### config.mk
export PLATFORM = sky130hd
export DESIGN_NAME = time_set_controller_flat
export DESIGN_NICKNAME = d
export VERILOG_FILES = /design/src/rtl/time_set_controller_if.sv /design/src/rtl/time_set_controller.sv /design/src/flat_wrapper.sv
export SDC_FILE = /design/constraint.sdc
export NUM_CORES = 1
export LEC_CHECK = 0
export CAP_MARGIN = 0
export CORE_AREA = 5 5 130 132
export DETAILED_ROUTE_END_ITERATION = 10
export DIE_AREA = 0 0 135 137
export HOLD_SLACK_MARGIN = 0.1
export PLACE_DENSITY = 0.43
export SLEW_MARGIN = 20
export SYNTH_ARGS = -nofsm -noshare
export SYNTH_HDL_FRONTEND = slang
export SYNTH_SLANG_ARGS = --single-unit
### constraint.sdc
create_clock -name clk -period 2.6 [get_ports clk]
set_input_delay 0.39 -clock clk [delete_from_list [all_inputs] [get_ports clk]]
set_output_delay 0.39 -clock clk [all_outputs]
set_load 0.03 [all_outputs]
### src/rtl/time_set_controller_if.sv
// Press-code input and time/edit-status outputs of the time-set controller.
// The slave side is the controller; the master side drives the press codes.
interface time_set_controller_if;
  logic [1:0] btn_state;
  logic [4:0] hours;
  logic [5:0] minutes;
  logic [5:0] seconds;
  logic [1:0] edit_field;
  logic       blink;

  modport master (
    output btn_state,
    input  hours,
    input  minutes,
    input  seconds,
    input  edit_field,
    input  blink
  );

  modport slave (
    input  btn_state,
    output hours,
    output minutes,
    output seconds,
    output edit_field,
    output blink
  );
endinterface

### src/rtl/time_set_controller.sv
// HH:MM:SS time-of-day with a 1 Hz tick and button-driven field editing.
// Long press cycles RUN->HOUR->MIN->SEC->RUN; short press bumps the selected field.
module time_set_controller #(
  parameter logic [29:0] FREQ_CLK = 30'd50_000_000
) (
  input logic                      clk,
  input logic                      reset,
  time_set_controller_if.slave     bus
);

  localparam logic [29:0] TickLast  = FREQ_CLK - 30'd1;
  localparam logic [29:0] BlinkLast = (FREQ_CLK >> 2) - 30'd1;

  typedef enum logic [1:0] {
    StRun  = 2'd0,
    StHour = 2'd1,
    StMin  = 2'd2,
    StSec  = 2'd3
  } state_e;

  state_e      r_state;
  logic [4:0]  r_hours;
  logic [5:0]  r_minutes;
  logic [5:0]  r_seconds;
  logic        r_blink;
  logic [29:0] r_tick_cnt;
  logic [29:0] r_blink_cnt;

  logic        w_long;
  logic        w_short;
  logic        w_tick;
  logic        w_blink_hit;
  logic        w_sec_max;
  logic        w_min_max;
  logic        w_hour_max;

  assign w_long      = (bus.btn_state == 2'd2);
  assign w_short     = (bus.btn_state == 2'd1);
  assign w_tick      = (r_tick_cnt == TickLast);
  assign w_blink_hit = (r_blink_cnt == BlinkLast);
  assign w_sec_max   = (r_seconds == 6'd59);
  assign w_min_max   = (r_minutes == 6'd59);
  assign w_hour_max  = (r_hours == 5'd23);

  always_ff @(posedge clk) begin
    if (reset) begin
      r_state     <= StRun;
      r_hours     <= '0;
      r_minutes   <= '0;
      r_seconds   <= '0;
      r_blink     <= 1'b0;
      r_tick_cnt  <= '0;
      r_blink_cnt <= '0;
    end else begin
      unique case (r_state)
        StRun: begin
          r_blink_cnt <= '0;
          r_blink     <= 1'b0;
          if (w_long) begin
            // A long press wins over a coincident tick; that tick is dropped.
            r_state    <= StHour;
            r_tick_cnt <= '0;
            r_blink    <= 1'b1;
          end else if (w_tick) begin
            r_tick_cnt <= '0;
            r_seconds  <= w_sec_max ? 6'd0 : r_seconds + 6'd1;
            if (w_sec_max) begin
              r_minutes <= w_min_max ? 6'd0 : r_minutes + 6'd1;
              if (w_min_max) begin
                r_hours <= w_hour_max ? 5'd0 : r_hours + 5'd1;
              end
            end
          end else begin
            r_tick_cnt <= r_tick_cnt + 30'd1;
          end
        end

        StHour, StMin, StSec: begin
          r_tick_cnt <= '0;
          if (w_long && (r_state == StSec)) begin
            r_state     <= StRun;
            r_blink     <= 1'b0;
            r_blink_cnt <= '0;
          end else begin
            if (w_long) begin
              r_state <= (r_state == StHour) ? StMin : StSec;
            end
            if (w_blink_hit) begin
              r_blink     <= ~r_blink;
              r_blink_cnt <= '0;
            end else begin
              r_blink_cnt <= r_blink_cnt + 30'd1;
            end
          end
          // Editing bumps one field only; no carry into neighbours.
          if (w_short) begin
            if (r_state == StHour) begin
              r_hours <= w_hour_max ? 5'd0 : r_hours + 5'd1;
            end else if (r_state == StMin) begin
              r_minutes <= w_min_max ? 6'd0 : r_minutes + 6'd1;
            end else begin
              r_seconds <= w_sec_max ? 6'd0 : r_seconds + 6'd1;
            end
          end
        end

        default: r_state <= StRun;
      endcase
    end
  end

  assign bus.hours      = r_hours;
  assign bus.minutes    = r_minutes;
  assign bus.seconds    = r_seconds;
  assign bus.edit_field = r_state;
  assign bus.blink      = r_blink;

endmodule

### src/flat_wrapper.sv
// flat-port wrapper written by rule: the top's interface ports become plain ports
module time_set_controller_flat 
#(
  parameter logic [29:0] FREQ_CLK = 30'd50_000_000
)
  (clk, reset, bus_btn_state, bus_hours, bus_minutes, bus_seconds, bus_edit_field, bus_blink);
  time_set_controller_if bus_i ();
  input logic clk;
  input logic reset;
  input wire logic [$bits(bus_i.btn_state)-1:0] bus_btn_state;
  output wire logic [$bits(bus_i.hours)-1:0] bus_hours;
  output wire logic [$bits(bus_i.minutes)-1:0] bus_minutes;
  output wire logic [$bits(bus_i.seconds)-1:0] bus_seconds;
  output wire logic [$bits(bus_i.edit_field)-1:0] bus_edit_field;
  output wire logic [$bits(bus_i.blink)-1:0] bus_blink;
  assign bus_i.btn_state = bus_btn_state;
  assign bus_hours = bus_i.hours;
  assign bus_minutes = bus_i.minutes;
  assign bus_seconds = bus_i.seconds;
  assign bus_edit_field = bus_i.edit_field;
  assign bus_blink = bus_i.blink;
  time_set_controller #(.FREQ_CLK(FREQ_CLK)) u_core (.clk(clk), .reset(reset), .bus(bus_i));
endmodule
==> out/qor.txt, run 1 <==
Area growth, synth to finish: 20.9%
Peak VDD IR: 0.306 mV
I/O Buffers: 23
fin crit period: 2.31 ns
crit-path cells: or4b_4, nor4_4, nand4_1, a21boi_0, mux2_2
predominant post-synthesis flop cell: dfxtp_1
CTS tree: built
area post-placement: 4350 sq um
clk_lat worst skew: 0.34 ns
Reg-to-Reg End: u_core.bus.hours[2]
register area share after synthesis: 41.8%
vias in the first global route: 3047
number of library cell types mapped by synthesis: 45
I/O Pins: 24
worst stage delay on the critical path: 0.56 ns
Yosys reg bits: 80
status: complete, no violations
Startpoint Class: flop
first-pass GRT wire length: 14700 um
post_cts resized: 0
Via density: 4.50
CP arrival: 2.53 ns
FF-to-FF Start: u_core.r_tick_cnt[18]
clk sink count: 80
RePlAce Congestion: 0.754
Slew @ Worst Pin: 0.492 ns
Die Ht: 137 um
Avg Inst Size Synth: 8.50 sq um
Initial Util: 24.6%
Setup TNS: 0 ns
critical path data required time: 2.83 ns
Worst Path Buf+Inv: 0
H-tree levels: 3
global-route usage over all layers: 9.92%
# hold bufs at CTS: 0
num rows: 46
Fmax achieved: 434 MHz
RSZ-0062 raised after global routing: false
post-route antenna net violation count: 0
Clock Skew: 0.00836 ns
Vias: 3144
DPL Wire Length: 6060 um
share of post-route cells with drive strength above 1: 6.64%
worst hold-check path type: flop to flop
PwrDens: 558 nW/um^2
reg2reg path depth: 5
GR Overflow Total: 0
post-CTS setup buffer count: 0
Tot Pwr: 2.59 mW
Worst Hold End: u_core.r_blink_cnt[0]
ys async rst share: 0%
synthesized cell area: 3830 sq um
# nets final: 487
CP max-delay cell: or4b_4
Final Slew Violations: 0
DRC viols: 0
Worst Path Max Fanout: 7
most area-hungry cell type in the Yosys netlist: dfxtp_1
top post-synthesis cells by area: dfxtp_1 42%, nor2_1 7.1%, xor2_1 6.6%
final hold slack: 0.463 ns
Top delay family on crit path: simple AND/OR/NAND/NOR gates
Die X: 135 um
Core ar.: 15600 sq um
TritonRoute pass-1 iters: 4
# setup viols final: 0
Slew headroom: 67.0%
Max-Cap Viols: 0
Post-synth EDFFs: 0
share of the synthesized area in the top cell type: 41.8%
worst hold path depth: 1
sequential cell area: 1600 sq um
Antenna diodes: 0
crit path kind: flop to flop
Bufs on Longest Clock Path: 2
Leakage: 1.51 nW
syn_nets: 460
flop-to-flop setup slack: 0.29 ns
Final Instance Area: 4630 sq um
final wirelength: 8730 um
CP Capture Type: flop
CTS Buf Count: 9
Post-Syn Instances: 451
die area: 18500 sq um
CTS Root Cell: clkbuf_16
Layout fillers: 1638
HP Start: u_core.r_blink_cnt[0]
wire per inst: 12.5 um
Initial DRC Count: 137
multi-input logic area: 2130 sq um
period utilisation layout: 88.7%
yosys warns: 0
count of final hold-check violations: 0
initial antenna violation count: 0
largest net degree at the start of global routing: 31
CTS clk-pin slew, worst paths: 0.06 ns
[state kept, by name (all words and copies together), names as in the netlist]
register / flops
u_core.bus.hours: 5
u_core.r_tick_cnt: 30
u_core.bus.minutes: 6
u_core.bus.edit_field: 2
u_core.bus.blink: 1
u_core.bus.seconds: 6
u_core.r_blink_cnt: 30
[cell usage in the layout (no fill, tap or decap), types with 3 or more instances in the layout]
master,count
clkdlybuf4s50_1,23
mux2i_1,6
a21oi_1,12
clkbuf_16,9
xnor2_1,24
nand2_1,37
ha_1,5
clkinv_2,3
or4_1,5
inv_1,11
nor3_1,9
or3_1,6
nand3_1,30
xor2_1,29
and3_1,8
nor2_1,73
buf_4,10
and2_1,7
dfxtp_1,80
o21ai_0,8
and4_1,12
nand4_1,21
nor2b_1,9
nor4_1,9
a41o_1,3
nor4b_1,4
mux2_2,3
[layout make-up]
class                      count  area share, %
clock inverter                 4          0.972
multi-input combinational    343           45.9
tap                          216           5.83
inverter                      11          0.891
timing repair buffer          33           6.59
sequential                    80           34.6
clock buffer                  11           5.24
[worst max path at each step]
stage | from | to | slack (ns) | cells after the start
floorplan | u_core.r_tick_cnt[18] | u_core.bus.hours[2] | 0.51 | 5
global placement | u_core.r_tick_cnt[18] | u_core.bus.hours[2] | 0.32 | 5
detailed placement | u_core.r_tick_cnt[18] | u_core.bus.hours[2] | 0.29 | 5
CTS | u_core.r_tick_cnt[18] | u_core.bus.hours[2] | 0.28 | 5
global route | u_core.r_tick_cnt[18] | u_core.bus.hours[2] | 0.18 | 5
finish | u_core.r_tick_cnt[18] | u_core.bus.hours[2] | 0.29 | 5
[through the flow]
step	instances	utilization, %	setup slack [ns]
5_1_grt	698	29.7	0.176
2_1_floorplan	451	-	0.512
6_report	698	29.7	0.294
3_3_place_gp	683	27.9	0.320
3_5_place_dp	683	27.9	0.287
4_1_cts	698	29.7	0.280
[cells by family after synthesis]
logic type               after synthesis  share of synthesized area, %
XOR/XNOR                              53                          12.1
multiplexers                           9                          2.45
flip-flops                            80                          41.8
buffers and inverters                 28                          2.74
AND/OR/NAND/NOR                      239                          32.8
adder cells (fa/ha/maj)                5                          1.63
AO/OA/AOI/OAI                         37                          6.46
[where the power goes]
part | internal (mW) | switching (mW) | total (mW)
Clock | 0.760 | 0.487 | 1.25
Sequential | 1.23 | 0.0122 | 1.25
Combinational | 0.0314 | 0.0616 | 0.0930
Total | 2.03 | 0.561 | 2.59
[synth_stat cells (2+ instances only)]
cell type,n
nor3_1,9
nand2_1,37
nand3_1,30
nand4_1,21
or3_1,6
nor2b_1,9
xnor2_1,24
inv_1,11
xor2_1,29
and3_1,8
and4_1,12
a41o_1,3
o311ai_0,2
and2_1,7
o21ai_0,8
nor4_1,9
clkbuf_1,17
mux2i_1,6
nand2b_1,2
or4_1,5
ha_1,5
nor2_1,73
nor4b_1,4
mux2_2,3
a21oi_1,12
dfxtp_1,80
[per-layer routing]
layer  vias up  routed length (um)  share of wire [%]  global-route usage [%]
met5         -                   0                  0                       0
met2        35                3890                 45                    15.5
li1       1643                   -                  -                       -
met4         0                 195                2.2                    4.87
met1      1452                4380                 50                    12.8
met3        14                 266                3.0                    2.50
Note: power is estimated with default switching activity, not from simulation.
==> run 2: changes to the inputs <==
- CELL_PAD_IN_SITES_DETAIL_PLACEMENT: default -> 1
- CELL_PAD_IN_SITES_GLOBAL_PLACEMENT: default -> 2
- PLACE_DENSITY: 0.43 -> 0.61
==> run 2 against run 1 <==
Effect of this change: routed wire length grew 12%; setup slack improved by 0.033 ns; sequential share of layout area down 0.63 points; first-iteration DRC count up 5.1%; clock power rose by 21%; count of clock-buffer cells in the layout is 1 lower; combinational power increased by 6.3%; clock skew rose by 0.0014 ns; largest power group is now clock.
==> out/qor.txt, run 2 (same netlist as run 1, synthesis figures left out) <==
H-tree levels: 3
CP arrival: 2.50 ns
status: complete, no violations
TritonRoute pass-1 iters: 4
Core ar.: 15600 sq um
Switching Share: 21.6%
post-CTS setup buffer count: 0
Clock Skew: 0.00975 ns
RSZ-0062 raised after global routing: false
Worst Path Max Fanout: 7
Area growth, synth to finish: 23.1%
clk_lat worst skew: 0.34 ns
Final Slew Violations: 0
GR Overflow Total: 0
CTS Root Cell: clkbuf_16
post-route antenna net violation count: 0
first-pass GRT wire length: 16400 um
vias in the first global route: 3315
crit path kind: flop to flop
Setup TNS: 0 ns
Clk pwr share: 52.9%
Tot Pwr: 2.85 mW
Leakage: 1.54 nW
num rows: 46
CTS tree: built
Switch Pwr: 616 uW
CP Capture Type: flop
period utilisation layout: 87.4%
share of post-route cells with drive strength above 1: 7.23%
DPL Wire Length: 6860 um
DRC viols: 0
largest registers: u_core.r_blink_cnt: 30 flops, u_core.r_tick_cnt: 30 flops
Peak VDD IR: 0.309 mV
final hold slack: 0.460 ns
global-route usage over all layers: 11.1%
fin crit period: 2.27 ns
most common cell after layout, fill and taps aside: dfxtp_1
wire per inst: 13.9 um
Bufs on Longest Clock Path: 2
crit path launch: u_core.r_tick_cnt[6]
count of final hold-check violations: 0
Initial DRC Count: 144
worst hold-check path type: flop to flop
I/O Pins: 24
FF-to-FF Start: u_core.r_tick_cnt[6]
# nets final: 488
Slew headroom: 71.0%
Post-Route Utilization: 30.3%
Antenna diodes: 0
Die Ht: 137 um
HP Start: u_core.r_blink_cnt[0]
Startpoint Class: flop
initial antenna violation count: 0
Finished Layout Cells: 700
RePlAce Congestion: 0.757
PwrDens: 605 nW/um^2
Logic pwr share: 3.5%
Via density: 4.68
Die X: 135 um
most frequent cells in the layout: 80 x dfxtp_1, 73 x nor2_1, 37 x nand2_1
Seq pwr share: 43.6%
CTS clk-pin slew, worst paths: 0.06 ns
dpl cells: 684
post_cts resized: 0
die area: 18500 sq um
clk sink count: 80
Vias: 3273
Slew @ Worst Pin: 0.433 ns
critical path data required time: 2.83 ns
I/O Buffers: 23
Initial Util: 24.6%
largest net degree at the start of global routing: 31
# setup viols final: 0
final wirelength: 9740 um
Fmax achieved: 440 MHz
CTS Buf Count: 9
# hold bufs at CTS: 0
Max-Cap Viols: 0
cell internal pwr: 2.24 mW
-- run 2: stage by stage --
stage / area, sq um / worst slack, ns
5_1_grt: 4720 / 0.108
6_report: 4720 / 0.328
4_1_cts: 4720 / 0.343
3_3_place_gp: 4370 / 0.253
3_5_place_dp: 4370 / 0.361
2_1_floorplan: 3830 / 0.512
-- run 2: per-layer routing --
| layer | routed length [um] | up-vias | GRT usage (%) |
|---|---|---|---|
| met5 | 0 | - | 0 |
| met1 | 4630 | 1586 | 13.9 |
| met2 | 4680 | 26 | 18.5 |
| met4 | 167 | 0 | 4.70 |
| met3 | 263 | 12 | 2.24 |
| li1 | - | 1649 | - |
-- run 2: critical path: stages, from the launching register on --
cell and delay, ns:
dfxtp_1 0.45, nor4b_1 0.33, nor4bb_1 0.38, buf_4 0.23, nand4_1 0.17, a21boi_0 0.26, mux2_2 0.35
-- run 2: path summary, 6_finish.rpt --
| kind | slack (ns) | to | cells past startpoint |
|---|---|---|---|
| min | 0.46 | u_core.r_blink_cnt[0] | 1 |
| max | 0.33 | u_core.bus.hours[2] | 6 |
| min reg2reg | 0.46 | u_core.r_blink_cnt[0] | 1 |
| max reg2reg | 0.33 | u_core.bus.hours[2] | 6 |
-- run 2: final cells by class --
type | count | area, sq um
Clock buffer | 10 | 239
Sequential cell | 80 | 1600
Tap cell | 216 | 270
Clock inverter | 6 | 115
Multi-Input combinational cell | 343 | 2130
Inverter | 11 | 41.3
Fill cell | 1837 | 10900
Timing Repair Buffer | 34 | 325
-- run 2: power by group through the flow --
stage	sequential (mW)	combinational [mW]	clock (mW)
after global routing	1.25	0.110	1.61
final	1.25	0.0989	1.51
after floorplan	1.28	0.0520	0
after global placement	1.27	0.0998	0
after CTS	1.25	0.101	1.56
after detailed placement	1.27	0.101	0
